## src/rtl/dmem_responder.sv

```systemverilog
// Data-memory target: one word request at a time, LATENCY edges to a one-cycle response.
// Define DMEM_BYTE_EN to add the req_be byte-enable input for stores.
module dmem_responder #(
   parameter int DEPTH_WORDS = 64,
   parameter int LATENCY     = 2
) (
   input  logic        clk,
   input  logic        reset,
   input  logic        req_valid,
   output logic        req_ready,
   input  logic        req_we,
   input  logic [31:0] req_addr,
   input  logic [31:0] req_wdata,
`ifdef DMEM_BYTE_EN
   input  logic [3:0]  req_be,
`endif
   output logic        resp_valid,
   output logic [31:0] resp_rdata,
   output logic        resp_err
);

   localparam int         AW       = $clog2(DEPTH_WORDS);
   localparam logic [3:0] CNT_INIT = 4'(LATENCY - 1);

   typedef enum logic [1:0] {S_IDLE, S_WAIT, S_RESP} state_t;

   typedef struct packed {
      logic          we;
      logic          mis;
      logic [AW-1:0] idx;
      logic [31:0]   wdata;
      logic [3:0]    be;
   } req_t;

   state_t      state, state_nxt;
   logic [3:0]  cnt, cnt_nxt;
   logic        commit;
   logic [3:0]  be_in;
   req_t        cur, lat, c;
   logic [31:0] mem [DEPTH_WORDS];
   logic        unused_addr;

`ifdef DMEM_BYTE_EN
   assign be_in = req_be;
`else
   assign be_in = 4'hF;
`endif

   // Upper address bits only alias; they never reach the array.
   assign unused_addr = ^req_addr[31:AW+2];

   assign cur.we    = req_we;
   assign cur.mis   = |req_addr[1:0];
   assign cur.idx   = req_addr[AW+1:2];
   assign cur.wdata = req_wdata;
   assign cur.be    = be_in;

   // With LATENCY==1 the commit happens on the acceptance edge, before lat is loaded.
   assign c = (state == S_IDLE) ? cur : lat;

   always_ff @(posedge clk) begin
      if (reset) begin
         state <= S_IDLE;
         cnt   <= '0;
      end else begin
         state <= state_nxt;
         cnt   <= cnt_nxt;
      end
   end

   always_comb begin
      state_nxt  = state;
      cnt_nxt    = cnt;
      req_ready  = 1'b0;
      resp_valid = 1'b0;
      commit     = 1'b0;
      unique case (state)
         S_IDLE: begin
            req_ready = 1'b1;
            if (req_valid) begin
               cnt_nxt = CNT_INIT;
               if (LATENCY == 1) begin
                  state_nxt = S_RESP;
                  commit    = 1'b1;
               end else begin
                  state_nxt = S_WAIT;
               end
            end
         end
         S_WAIT: begin
            cnt_nxt = cnt - 4'd1;
            if (cnt == 4'd1) begin
               state_nxt = S_RESP;
               commit    = 1'b1;
            end
         end
         S_RESP: begin
            resp_valid = 1'b1;
            state_nxt  = S_IDLE;
         end
         default: state_nxt = S_IDLE;
      endcase
   end

   always_ff @(posedge clk) begin
      if (!reset && state == S_IDLE && req_valid)
         lat <= cur;
   end

   // Array is never reset; a reset on the commit edge suppresses the write.
   always_ff @(posedge clk) begin
      if (!reset && commit && c.we && !c.mis) begin
         for (int i = 0; i < 4; i++)
            if (c.be[i])
               mem[c.idx][8*i +: 8] <= c.wdata[8*i +: 8];
      end
   end

   always_ff @(posedge clk) begin
      if (reset) begin
         resp_rdata <= '0;
         resp_err   <= 1'b0;
      end else if (commit) begin
         if (c.mis) begin
            resp_rdata <= '0;
            resp_err   <= 1'b1;
         end else begin
            resp_err <= 1'b0;
            if (!c.we)
               resp_rdata <= mem[c.idx];
         end
      end else if (state == S_RESP) begin
         resp_err <= 1'b0;
      end
   end

endmodule

```

## config.mk

```make
export PLATFORM = sky130hd
export DESIGN_NAME = dmem_responder
export DESIGN_NICKNAME = d
export VERILOG_FILES = /design/src/rtl/dmem_responder.sv
export SDC_FILE = /design/constraint.sdc
export NUM_CORES = 2
export LEC_CHECK = 0
export BUFFER_PORTS_ARGS = -buffer_cell sky130_fd_sc_hd__buf_2
export CORE_ASPECT_RATIO = 0.9
export CORE_MARGIN = 5
export CORE_UTILIZATION = 35
export DETAILED_ROUTE_END_ITERATION = 10
export SLEW_MARGIN = 0
export SYNTH_ARGS = -nofsm -noshare
export SYNTH_HDL_FRONTEND = slang
export SYNTH_SLANG_ARGS = --single-unit
```

## constraint.sdc

```tcl
create_clock -name clk -period 7.8 [get_ports clk]
set_input_delay 0.78 -clock clk [delete_from_list [all_inputs] [get_ports clk]]
set_output_delay 0.78 -clock clk [all_outputs]
set_load 0.02 [all_outputs]
```

-- Word level (Yosys, flattened, before mapping)
Memory sizes are Yosys's and may differ from the RTL's.
Index checks and enable logic that the tools add are counted.
- word-level logic and storage cells: 57
- bits of input ports: 68
- memories kept: 1
- memory bits (read-only): 0
- RAM bits: 2048
- output and inout port bits: 35
- register bits: 79
- bits in latches: 0
- memories (name ; words ; bits a word ; read ports ; clocked after memory_dff ; wr ports ; RTL line ; RTL):
    mem ; 64 ; 32 ; 1 ; 0 ; 1 ; 40 ; logic [31:0] mem [DEPTH_WORDS];
- $lt $le $gt $ge: 0
- multiply operators: 0
- shifts and indexed selects: 0
- mux-type cells: 27
- reductions and logical operators: 14
- div/mod/pow operators: 0
- bitwise operators: 0
- equality and inequality tests: 6
- $add $sub $neg: 1
- operator list (kind ; number):
    2-to-1 mux 32 bit ; 2
    2-to-1 mux 44 bit ; 1
    2-to-1 mux 1 bit ; 19
    case mux 4 bit (2 select lines) ; 1
    != test 2 bit (second input constant) ; 3
    AND reduction 2 bit ; 3
    logical AND 1 bit ; 5
    == test 4 x 1 -> 1 bit (second input constant) ; 1
    2-to-1 mux 2 bit ; 2
    2-to-1 mux 4 bit ; 1
    case mux 2 bit (2 select lines) ; 1
    nonzero test 2 bit ; 2
    subtractor 4 x 1 -> 4 bit (second input constant) ; 1
    == test 2 x 1 -> 1 bit (second input constant) ; 1
    == test 2 bit (second input constant) ; 1
    logical NOT 1 bit ; 2
    logical NOT 2 bit ; 1
    OR reduction 2 bit ; 1

-- Longest topological paths before layout
- depth after elaboration: 8
- mapped depth: 13
- gate-level depth less buffers: 9

-- Worst setup path before layout
OpenSTA, ideal clock, no wires.
- path kind: register to register
- from: register state[1]
- to: register lat[10] (netlist bit) (enable)
- path slack: 3.323 ns
- setup time: 0.495 ns
- stages on the path, launching flop included: 6
- arrival: 3.981 ns
- buffers on the path: 3
- cells stage by stage: dfxtp_1 -> or2_1 -> buf_6 -> buf_6 -> buf_2 -> nor3b_1
- word-level cells in the longest chain between the ends: 3
- ends and longest elaborated chain (element ; RTL line ; RTL):
    start, declared ; 35 ; state_t state, state_nxt;
    start signal, assigned ; 66 ; state <= state_nxt;
    logical NOT 2 bit ; 106 ; if (!reset && state == S_IDLE && req_valid)
    logical AND 1 bit (2 in series) ; 106 ;
    end signal, assigned ; 107 ; lat <= cur;
    end, declared ; 39 ; req_t cur, lat, c;
No other way between the ends.
A chain may end at the register's enable or synchronous reset.

-- Worst setup path in the final report
- from: register state[1]
- to: memory mem[6][21] (enable)
- word-level cells in the longest chain between the ends: 7
- elaborated cells between the ends (all ways): 10
- those cells by class: eq/ne (1); mux (4); reduce/logical (5)
- ends and longest elaborated chain (element ; RTL line ; RTL):
    == test 2 x 1 -> 1 bit ; 77 ; unique case (state)
    2-to-1 mux 1 bit ; 77 ;
    logical AND 1 bit (3 in series) ; 112 ; if (!reset && commit && c.we && !c.mis) begin
    2-to-1 mux 1 bit ; 112 ;
    2-to-1 mux 1 bit (implied by the code) ; 115 ; mem[c.idx][8*i +: 8] <= c.wdata[8*i +: 8];
    end, declared ; 40 ;
Parallel ways exist; a longest one is shown, timed or not.

==> impl_metrics.yaml <==
hold_path:
  worst_hold_path_type: "input pin to flip-flop"
placed_design:
  globalplace.congestion: 0.871
  port_buffers: 78
  place_hpwl_mm: 151
grt:
  groute.usage.overall_pct: 21.9
  grt_first_pass_wirelength_mm: 374
  grt_max_degree: 128
  grt_pass1_vias: 47300
  overflow: 0
  grt_antenna_before_repair: 28
timing:
  fmax_ghz: 0.191
  slew_headroom_pct: 0.834
  least_margin_pin_slew_ns: 1.47
  finClkSkew_ns: 0.0430
  slew_violations: 0
  finalHoldViolations: 0
  setup-tns-final_ns: 0
  min_period_over_period_pct: 67.2
  setup-violations-final: 0
  grt_setup_unrepaired: "false"
  layout_min_cycle_time_ns: 5.24
setup_path:
  setup_crit_path_kind: "flip-flop to flip-flop"
  setup.worst_path.start_class: "flip-flop"
  crit_required_ns: 8.32
  worstPathMaxFanout: 20
  worstSetupEndpointType: "flip-flop"
  worst_ep_arrival_time_ns: 5.77
power_and_ir_drop:
  net_switching_power_figure_mw: 6.19
  power_report.internal_total_mw: 18.7
  seq_power_share_pct: 51.8
  power-per-cell-area_nw_per_um2: 272
  max-vdd-ir-drop_mv: 0.203
  report.power.total_mw: 24.9
  power.clock.fraction_pct: 38.8
  sw_frac_of_total_pct: 24.9
  p_comb_share_pct: 9.5
  power.leakage_nw: 29.1
clock_network:
  clk_transition_reported_paths_ns: 0.06
  worstSkewPairLatency_ns: 0.84
  post_cts_resized: 0
  cts.hold.buffers_added: 0
  cts_tree: "done"
  cts.sink_count: 2127
  root_buffer: "sky130_fd_sc_hd__clkbuf_16"
  htree_levels: 4
  cts_inserted_buffers: 200
  clockBufferDepth: 3
  post-cts-setup-buffer-count: 0
yosys:
  synth_cell_types: 59
  synthFlopType: "sky130_fd_sc_hd__edfxtp_1"
  synth.yosys.warnings: 0
  synth_edf_count: 2088
  post_synth.cell_area_avg_um2: 15.1
  synth_top_cells_by_area: "sky130_fd_sc_hd__edfxtp_1 78%, sky130_fd_sc_hd__nand2_1 5.0%, sky130_fd_sc_hd__o22ai_1 3.1%, sky130_fd_sc_hd__nand3_1 2.1%, sky130_fd_sc_hd__mux2i_1 1.5%"
  synth-seq-area-share_pct: 79.4
  synth_seq_cells: 2127
  synthDominantAreaCellType: "sky130_fd_sc_hd__edfxtp_1"
  summed_instance_area_of_the_synthesized_netlist_um2: 80000
  postSynth.asyncResetShare_pct: 0
  synth_fp_nets: 5384
  postSynthCellCount: 5314
  synth_largest_type_area_fraction_pct: 78.4
floorplan:
  initial_core_util_pct: 35.2
  dieArea_um2: 238000
  core-area_um2: 227000
  fp-row-count: 166
  die_w_um: 514
  die_y_um: 464
  floorplan.io_pins: 103
detailed_routing:
  drt_first_iter_violations: 7685
  detailedRoute.firstPassIterationCount: 8
  avgRoutedWirePerCell_um: 31.0
  avgViaCountPerCell: 5.87
  drt_drc_violations_left: 0
  antenna_violating_nets_left: 0
  routed_wirelength_mm: 268
  num_vias: 50800
cells_and_area:
  syn_to_final_growth_pct: 14.3
  drive_above_1_share_pct: 12.1
  layout.cells.most_common: "sky130_fd_sc_hd__edfxtp_1"
  num-nets-final: 5532
  top_library_cells_by_usage_in_the_layout_fill_and_taps_aside: "2088 x sky130_fd_sc_hd__edfxtp_1, 1027 x sky130_fd_sc_hd__nand2_1, 397 x sky130_fd_sc_hd__o22ai_1"
job:
  max-cap-violations: 1
outcome:
  failed_checks: "max-capacitance violations"
  outcome: "finished with violations"
cell type report:
cell class | instances | area (um^2)
fill | 20600 | 136000
sequential | 2127 | 63500
multi-input combinational | 2859 | 15800
clock buffer | 253 | 5260
tap | 3024 | 3780
timing repair buffer | 267 | 1980
clock inverter | 109 | 1090
antenna | 13 | 32.5
inverter | 7 | 26.3
kinds of logic after synthesis:
kind of cell	Yosys count	synth area share, %
flops	2127	79.4
simple gates	1846	9.69
compound gates	881	7.37
buf+inv	328	1.85
mux	130	1.71
fa+ha+maj	2	0.0313
power groups by stage:
stage	clock (mW)	sequential [mW]	combinational [mW]
finish	9.65	12.9	2.35
global placement	0	13.1	2.26
detailed placement	0	13.1	2.30
global route	10.2	12.9	2.44
floorplan	0	13.1	1.21
CTS	9.70	12.9	2.30
path summary, 6_finish.rpt:
path         depth (start not counted)                         from  slack (ns)                           to
max                                  9        state[1]$_SDFFE_PP0P_        2.56         mem[6][21]$_DFFE_PP_
min                                  1                req_wdata[21]        0.15            lat[25]$_DFFE_PP_
max reg2reg                          9        state[1]$_SDFFE_PP0P_        2.56         mem[6][21]$_DFFE_PP_
min reg2reg                          2  resp_rdata[30]$_SDFFE_PP0P_        0.46  resp_rdata[30]$_SDFFE_PP0P_
stage by stage:
step	util, %	setup WS [ns]	instances	hold WS (ns)	instance area, um^2
after detailed placement	37.4	2.80	8283	0.449	85100
after global routing	40.2	2.48	8650	0.124	91500
after floorplan	-	3.32	5314	0.473	80000
final	40.2	2.56	8659	0.146	91500
after CTS	40.2	2.70	8645	0.0904	91400
after global placement	37.4	2.89	8283	0.444	85100
state kept, by name, indices dropped and copies added (netlist names):
register and cells:
cnt 4, lat 40, mem 2048, resp_err 1, resp_rdata 32, state 2
cells in the mapped netlist (all sizes together), types with 5 or more instances:
| library cell | count |
|---|---|
| and3 | 6 |
| nand4 | 8 |
| mux2 | 5 |
| o221ai | 7 |
| a32oi | 93 |
| a21oi | 105 |
| a22o | 7 |
| clkbuf | 115 |
| nor3 | 65 |
| buf | 206 |
| mux2i | 125 |
| or3 | 5 |
| nor4 | 66 |
| edfxtp | 2088 |
| nand2 | 1074 |
| nand2b | 7 |
| o21ai | 8 |
| o22ai | 397 |
| dfxtp | 39 |
| a211oi | 13 |
| nor2b | 6 |
| a22oi | 6 |
| nand3 | 338 |
| a32o | 44 |
| a31oi | 177 |
| nor2 | 257 |
| inv | 7 |
layer usage:
layer	wire length, um	up-vias	share of wire, %	track usage, %
li1	-	20900	-	-
met1	106000	26000	39	30.9
met2	118000	3449	44	32.7
met3	35300	497	13	6.23
met4	8690	10	3.2	6.83
met5	232	-	0.087	0
critical path: stages, from the launching register on:
cell and delay (ns):
sky130_fd_sc_hd__dfxtp_1 0.72, sky130_fd_sc_hd__or2_4 0.52, sky130_fd_sc_hd__inv_2 0.33, sky130_fd_sc_hd__nand2_1 0.16
sky130_fd_sc_hd__nand2_1 0.30, sky130_fd_sc_hd__nor2_1 0.21, sky130_fd_sc_hd__buf_4 0.33, sky130_fd_sc_hd__nand3_1 0.70
sky130_fd_sc_hd__nor2_4 1.27, sky130_fd_sc_hd__buf_4 0.37
Note: power is estimated with default switching activity, not from simulation.
